File: config.mk
export PLATFORM = sky130hd
export DESIGN_NAME = xxd_line_formatter
export DESIGN_NICKNAME = d
export VERILOG_FILES = /design/src/rtl/xxd_line_formatter.sv
export SDC_FILE = /design/constraint.sdc
export NUM_CORES = 1
export LEC_CHECK = 0
export CAP_MARGIN = 15
export CORE_UTILIZATION = 50
export CTS_BUF_LIST = sky130_fd_sc_hd__clkbuf_16
export CTS_CLUSTER_DIAMETER = 30
export DETAILED_ROUTE_END_ITERATION = 8
export PLACE_DENSITY = 0.67
export RECOVER_POWER = 100
export SLEW_MARGIN = 20
export SYNTH_ARGS = -nofsm -noshare
export SYNTH_HDL_FRONTEND = slang
export SYNTH_SLANG_ARGS = --single-unit
File: constraint.sdc
create_clock -name clk -period 11.21 [get_ports clk]
set_clock_uncertainty 0.15 [all_clocks]
set_input_delay 2.242 -clock clk [delete_from_list [all_inputs] [get_ports clk]]
set_output_delay 2.242 -clock clk [all_outputs]
set_load 0.005 [all_outputs]
File: src/rtl/xxd_line_formatter.sv
// Byte stream to xxd-style text: offset, grouped hex, ASCII column, newline.
// Define XXD_UPPERCASE_EN to emit hex letters as A-F instead of a-f.
module xxd_line_formatter #(
  parameter int BYTES_PER_LINE = 16,
  parameter int OFFSET_DIGITS  = 8
) (
  input  logic       clk,
  input  logic       rst_n,
  input  logic [7:0] in_data,
  input  logic       in_valid,
  input  logic       in_last,
  output logic       in_ready,
  output logic [7:0] out_char,
  output logic       out_valid,
  input  logic       out_ready,
  output logic       busy
);

  localparam int OW = 4 * OFFSET_DIGITS;
  localparam int CW = $clog2(BYTES_PER_LINE + 1);
  localparam int IW = $clog2(BYTES_PER_LINE);
  localparam logic [CW-1:0] LINE_CNT = CW'(BYTES_PER_LINE);

  typedef enum logic [3:0] {
    S_IDLE, S_OFFSET, S_HEX_WAIT, S_HEX_HI, S_HEX_LO,
    S_HEX_SP, S_PAD, S_ASCII, S_NEWLINE
  } state_t;

  state_t        r_state;
  logic [OW-1:0] r_offset;
  logic [CW-1:0] r_count;
  logic [7:0]    r_idx;
  logic          r_last;
  logic [7:0]    r_byte;
  logic [7:0]    r_out_char;
  logic          r_out_valid;
  logic [7:0]    r_buf [BYTES_PER_LINE];

  logic          w_out_free;
  logic          w_accept;
  logic          w_emit;
  logic [7:0]    w_emit_char;
  logic [3:0]    w_off_nib;
  logic [7:0]    w_pad_last;
  logic [7:0]    w_buf_rd;
  logic [CW-1:0] w_cnt_inc;

  function automatic logic [7:0] hex_char(input logic [3:0] n);
    if (n < 4'd10)
      return 8'h30 + {4'h0, n};
`ifdef XXD_UPPERCASE_EN
    return 8'h37 + {4'h0, n};
`else
    return 8'h57 + {4'h0, n};
`endif
  endfunction

  assign w_out_free = !r_out_valid || out_ready;
  assign in_ready   = (r_state == S_HEX_WAIT) && w_out_free;
  assign w_accept   = in_valid && in_ready;
  assign w_cnt_inc  = r_count + 1'b1;
  assign w_buf_rd   = r_buf[r_idx[IW-1:0]];
  assign out_char   = r_out_char;
  assign out_valid  = r_out_valid;
  assign busy       = (r_state != S_IDLE);

  // r_idx counts offset digits most-significant first.
  always_comb begin
    w_off_nib = 4'h0;
    for (int i = 0; i < OFFSET_DIGITS; i++)
      if (r_idx == 8'(OFFSET_DIGITS - 1 - i))
        w_off_nib = r_offset[4*i +: 4];
  end

  // Blank columns left by missing bytes, plus the separator before ASCII; stored as last index.
  always_comb begin
    w_pad_last = 8'(2 * (BYTES_PER_LINE - int'(r_count)) + BYTES_PER_LINE / 2
                    - int'(r_count >> 1));
  end

  always_comb begin
    w_emit      = 1'b1;
    w_emit_char = 8'h20;
    case (r_state)
      S_OFFSET: begin
        if (r_idx < 8'(OFFSET_DIGITS))
          w_emit_char = hex_char(w_off_nib);
        else if (r_idx == 8'(OFFSET_DIGITS))
          w_emit_char = 8'h3A;
      end
      S_HEX_HI:  w_emit_char = hex_char(r_byte[7:4]);
      S_HEX_LO:  w_emit_char = hex_char(r_byte[3:0]);
      S_HEX_SP,
      S_PAD:     w_emit_char = 8'h20;
      S_ASCII:   w_emit_char = (w_buf_rd >= 8'h20 && w_buf_rd <= 8'h7E) ? w_buf_rd : 8'h2E;
      S_NEWLINE: w_emit_char = 8'h0A;
      default:   w_emit      = 1'b0;
    endcase
  end

  always_ff @(posedge clk) begin
    if (w_accept)
      r_buf[r_count[IW-1:0]] <= in_data;
  end

  always_ff @(posedge clk) begin
    if (!rst_n) begin
      r_state     <= S_IDLE;
      r_offset    <= '0;
      r_count     <= '0;
      r_idx       <= '0;
      r_last      <= 1'b0;
      r_byte      <= '0;
      r_out_char  <= '0;
      r_out_valid <= 1'b0;
    end else begin
      if (out_ready)
        r_out_valid <= 1'b0;
      if (w_emit && w_out_free) begin
        r_out_char  <= w_emit_char;
        r_out_valid <= 1'b1;
      end

      case (r_state)
        S_IDLE: begin
          if (in_valid) begin
            r_state <= S_OFFSET;
            r_idx   <= '0;
          end
        end
        S_OFFSET: begin
          if (w_out_free) begin
            r_idx <= r_idx + 8'd1;
            if (r_idx == 8'(OFFSET_DIGITS + 1))
              r_state <= S_HEX_WAIT;
          end
        end
        S_HEX_WAIT: begin
          if (w_accept) begin
            r_byte  <= in_data;
            r_last  <= in_last;
            r_state <= S_HEX_HI;
          end
        end
        S_HEX_HI: begin
          if (w_out_free)
            r_state <= S_HEX_LO;
        end
        S_HEX_LO: begin
          if (w_out_free) begin
            r_count <= w_cnt_inc;
            // An even index can only end the line through in_last, since lines are even length.
            if (r_count[0])
              r_state <= S_HEX_SP;
            else if (r_last) begin
              r_state <= S_PAD;
              r_idx   <= '0;
            end else
              r_state <= S_HEX_WAIT;
          end
        end
        S_HEX_SP: begin
          if (w_out_free) begin
            if (r_count == LINE_CNT || r_last) begin
              r_state <= S_PAD;
              r_idx   <= '0;
            end else
              r_state <= S_HEX_WAIT;
          end
        end
        S_PAD: begin
          if (w_out_free) begin
            if (r_idx == w_pad_last) begin
              r_state <= S_ASCII;
              r_idx   <= '0;
            end else
              r_idx <= r_idx + 8'd1;
          end
        end
        S_ASCII: begin
          if (w_out_free) begin
            if (r_idx + 8'd1 == 8'(r_count))
              r_state <= S_NEWLINE;
            else
              r_idx <= r_idx + 8'd1;
          end
        end
        S_NEWLINE: begin
          if (w_out_free) begin
            r_offset <= r_last ? '0 : r_offset + OW'(r_count);
            r_count  <= '0;
            r_last   <= 1'b0;
            r_state  <= S_IDLE;
          end
        end
        default: r_state <= S_IDLE;
      endcase
    end
  end

endmodule
## Yosys cells after proc, flatten, opt, wreduce, memory -nomap -nowiden

Memory sizes are Yosys's and may differ from the RTL's. A register that Yosys moved wholly into a read port is not among the register bits.
Cells that the tools add are included.

- Flip-flop bits (word level): 67
- RAM bits: 128
- Input port bits: 13
- Output and inout port bits: 11
- Logic and storage cells: 151
- Memories kept: 1

- $add $sub $neg: 12
- Magnitude comparators: 6
- Equality and inequality tests: 36
- Muxes and demuxes: 67
- Reductions and logical operators: 21

Memories:

| memory | words | bits a word | rd ports | clocked after Yosys merged registers in | wr ports | line | RTL |
|---|---|---|---|---|---|---|---|
| r_buf | 16 | 8 | 1 | 1 | 1 | 37 | `logic [7:0] r_buf [BYTES_PER_LINE];` |

Operators by type and width:

| kind | number |
|---|---|
| $mux W8 | 19 |
| $mux W4 | 22 |
| $pmux W8 S6 | 1 |
| $pmux W8 S5 | 1 |
| $pmux W4 S9 | 1 |
| $add A32 B5 Y32 | 1 |
| $eq A8 B3 Y1 const B | 4 |
| $mux W32 | 1 |
| $ne A2 B2 Y1 const B | 16 |
| $add A7 B4 Y8 const A | 3 |
| $add A6 B4 Y7 const A | 3 |
| $eq A4 B3 Y1 const B | 4 |
| $eq A8 B2 Y1 const B | 2 |
| $eq A8 B4 Y1 const B | 2 |
| $mux W5 | 3 |
| $mux W1 | 14 |
| $lt A4 B4 Y1 const B | 3 |
| $reduce_and A12 Y1 | 1 |
| $reduce_and A11 Y1 | 1 |
| $pmux W5 S2 | 1 |
| $mux W3 | 3 |
| $add A7 B5 Y8 const B | 1 |
| $add A8 B1 Y8 const B | 1 |
| $eq A4 B2 Y1 const B | 2 |
| 24 further kinds | 32 |

## Depth between registers and ports, before layout

- Depth after elaboration: 16
- Depth in mapped cells: 15
- Gate-level depth less buffers: 14

## Worst setup path before layout

OpenSTA, ideal clock, no wires.

- Kind: input -> output
- From: in out_ready
- To: out in_ready
- Data arrival time: 2.738 ns
- Data required time: 8.818 ns
- Setup slack: 6.080 ns
- Cell stages on the path: 3
- Buffers on the path: 1
- Path through: nand2b_1 > clkbuf_1 > and3_1

- Word-level cells in the longest chain between the ends: 2

Ends and longest elaborated chain:

| item | line | RTL |
|---|---|---|
| start: declaration | 15 | `input logic out_ready,` |
| $logic_or A1 B1 Y1 | 58 | `assign w_out_free = !r_out_valid \|\| out_ready;` |
| $logic_and A1 B1 Y1 | 59 | `assign in_ready = (r_state == S_HEX_WAIT) && w_out_free;` |
| end: declaration | 12 | `output logic in_ready,` |

No other way between the ends.

## Final worst setup path

Ends and elaborated chain as after synthesis.

==> flow_metrics.env <==
export IMPL_status="complete, but fails checks"
export IMPL_violations="capacitance limit, slew limit"
export IMPL_hold_violations=0
export IMPL_drt_pass1_iter_count=5
export IMPL_remaining_drc_errors=0
export IMPL_worstMarginPinSlew_ns=3.00
export IMPL_rsz0062_at_grt="false"
export IMPL_vdd_drop_max_uv=118
export IMPL_syn_inst=879
export IMPL_gp_congestion=0.840
export IMPL_met3_usage=0.0454
export IMPL_cts_max_level=4
export IMPL_post_drt_wl_per_cell_um=19.4
export IMPL_drive_above_1_share=0.0874
export IMPL_postSynthAreaPerCell_um2=11.2
export IMPL_cts_root_buffer="clkbuf_16"
export IMPL_cp_data_required_time_ns=8.82
export IMPL_avgViaCountPerCell=5.89
export IMPL_r2r_start="r_state[3]"
export IMPL_seq_area_frac_synth=0.537
export IMPL_dieHeight_um=142
export IMPL_grt_pass1_wl_mm=35.9
export IMPL_cts_hold_buf=0
export IMPL_clockBufferDepth=2
export IMPL_crit_path_max_fanout=8
export IMPL_numCtsBuffers=17
export IMPL_die_area_um2=20200
export IMPL_n_fill_cell=1588
export IMPL_whs_ns=0.299
export IMPL_yosysMostFrequentCell="edfxtp_1"
export IMPL_hp_class="flop to flop"
export IMPL_register_area_um2=5270
export IMPL_core_area_um2=19000
export IMPL_cts_sinks=199
export IMPL_synth_seq_cells=199
export IMPL_clk_pin_slew_ns=0.09
export IMPL_synth_top_cell_by_area="edfxtp_1"
export IMPL_max_freq_ghz=0.159
export IMPL_synth_cell_types=67
export IMPL_fin_crit_sh=0.561
export IMPL_grt_max_degree=38
export IMPL_multi_input_area_um2=4170
export IMPL_grt_met2_usage=0.360
export IMPL_insertion_delay_ns=0.45
export IMPL_antenna_found_initial=0
export IMPL_min_period_ns=6.29
export IMPL_netlist_top_cells_count="edfxtp_1, nand2_1, dfxtp_1, nor2_1, a21oi_1"
export IMPL_post_cts_resize_count=0
export IMPL_finalMaxSlewViolations=60
export IMPL_synth_main_ff_cell="edfxtp_1"
export IMPL_cp_arrival_ns=3.90
export IMPL_stdcell_area_um2=10800
export IMPL_synth_area_leaders="edfxtp_1, dfxtp_1, mux4_2, a21oi_1, ha_1"
export IMPL_via_count=6788
export IMPL_synth_compound_area_frac=0.118
export IMPL_hpwl_mm=15.2
export IMPL_powerDensity_nw_per_um2=181
export IMPL_power_w=0.00197
export IMPL_die_w_um=142
export IMPL_grt_use_total=0.237
export IMPL_drt_iter0_drc=776
export IMPL_yosys_warnings=0
export IMPL_slew_headroom=-1.02
export IMPL_grtUsageMet1=0.343
export IMPL_leakagePower_nw=3.50
export IMPL_synth_simple_area_share=0.145
export IMPL_drt_wl_total_mm=22.3
export IMPL_crit_type="primary input to output port"
export IMPL_synth_top_family_by_area="simple AND/OR/NAND/NOR gates"
export IMPL_io_buffers=23
export IMPL_end_kind="output port"
export IMPL_initial_core_util=0.518
export IMPL_post_cts_repair_setup_buffers=0
export IMPL_worstHoldStart="out_char[3]"
export IMPL_synthesis_nets=920
export IMPL_grt_busiest_layer="met2"
export IMPL_setup_tns_ns=0
export IMPL_area_delta_synth_final_pct=10.5
export IMPL_drtAntennaViolNets=0
export IMPL_utilization=0.572
export IMPL_synthXorXnorAreaFrac=0.0419
export IMPL_final_nets=920
export IMPL_setup_viol=0
export IMPL_syn_area_um2=9810
export IMPL_netlist_area_leader_share=0.392
export IMPL_synth_edf_count=128
export IMPL_rows=50
export IMPL_worst_setup_path_start_kind="primary input"
export IMPL_antennaDiodeCount=0
export IMPL_yosys_area_share_adder=0.0372
export IMPL_async_reset_ff_frac=0
export IMPL_cap_viol_max_count=2
export IMPL_cts_tree="yes"
export IMPL_grt_pass1_vias=6474
export IMPL_io_pins=24
export IMPL_grt_overflow_total=0
export IMPL_startpoint="out_ready"
export IMPL_synth_mux_area_frac=0.0836
export IMPL_dpl_cell_area_um2=10200
stage by stage:
| step | cells | setup WS [ns] |
|---|---|---|
| finish | 1152 | 4.92 |
| global route | 1152 | 4.83 |
| CTS | 1152 | 5.07 |
| detailed placement | 1120 | 5.08 |
| global placement | 1120 | 5.08 |
| floorplan | 879 | 6.08 |
layout by cell type (no fill, tap or decap), types with 6 or more instances in the layout:
cell and instances:
edfxtp_1 128, nand2_1 81, nor2_1 71, a21oi_1 70, dfxtp_1 70, inv_1 41
o21ai_0 41, xnor2_1 32, mux4_2 31, ha_1 26, nand3_1 24, dlygate4sd3_1 21
nor3_1 17, clkbuf_16 17, xor2_1 15, or3_1 15, a22oi_1 12, nor2b_1 12
mux2i_1 10, a31oi_1 9, a221oi_1 9, nand4_1 9, and3_1 8, a211oi_1 7
o21bai_1 7, a21o_1 7, nor3b_1 7, nor4_1 6, nand2b_1 6
report_power, final:
part	total (W)	switching (W)	internal, W
registers	0.000836	0.0000372	0.000799
logic	0.000461	0.000264	0.000196
clock network	0.000670	0.000349	0.000322
total	0.00197	0.000650	0.00132
worst max-delay path, stage by stage:
cell and delay [ns]:
dlygate4sd3_1 0.55, nand2b_1 0.27, and3_1 0.26, dlygate4sd3_1 0.58
layer usage:
layer	share of wire	vias to the layer above
met2	0.45	230
met4	0.015	0
li1	-	3236
met3	0.066	28
met1	0.47	3294
met5	0	-
path summary, 6_finish.rpt:
check                 end  slack (ns)  cells past startpoint
max              in_ready        4.92                      4
min           out_char[3]        0.30                      2
max reg2reg  r_offset[31]        6.41                      4
min reg2reg   out_char[3]        0.30                      2
sequential cells by signal (all words and copies together), names as in the netlist, named ones only:
signal,flops
r_state,4
r_count,5
r_last,1
r_offset,32
r_buf,128
out_valid,1
r_byte,8
r_idx,8
out_char,8
cell families after synthesis:
logic type | count (synthesis)
compound gates | 188
xor+xnor | 47
fa+ha+maj | 28
buf+inv | 90
flops | 199
mux | 43
simple gates | 284
cell type report:
| cell class | count | area share |
|---|---|---|
| sequential | 199 | 0.486 |
| multi-input combinational | 590 | 0.385 |
| clock buffer | 17 | 0.0392 |
| tap | 260 | 0.0300 |
| timing repair buffer | 28 | 0.0240 |
| clock inverter | 15 | 0.0212 |
| inverter | 43 | 0.0149 |
(Power assumes the default switching activity.)
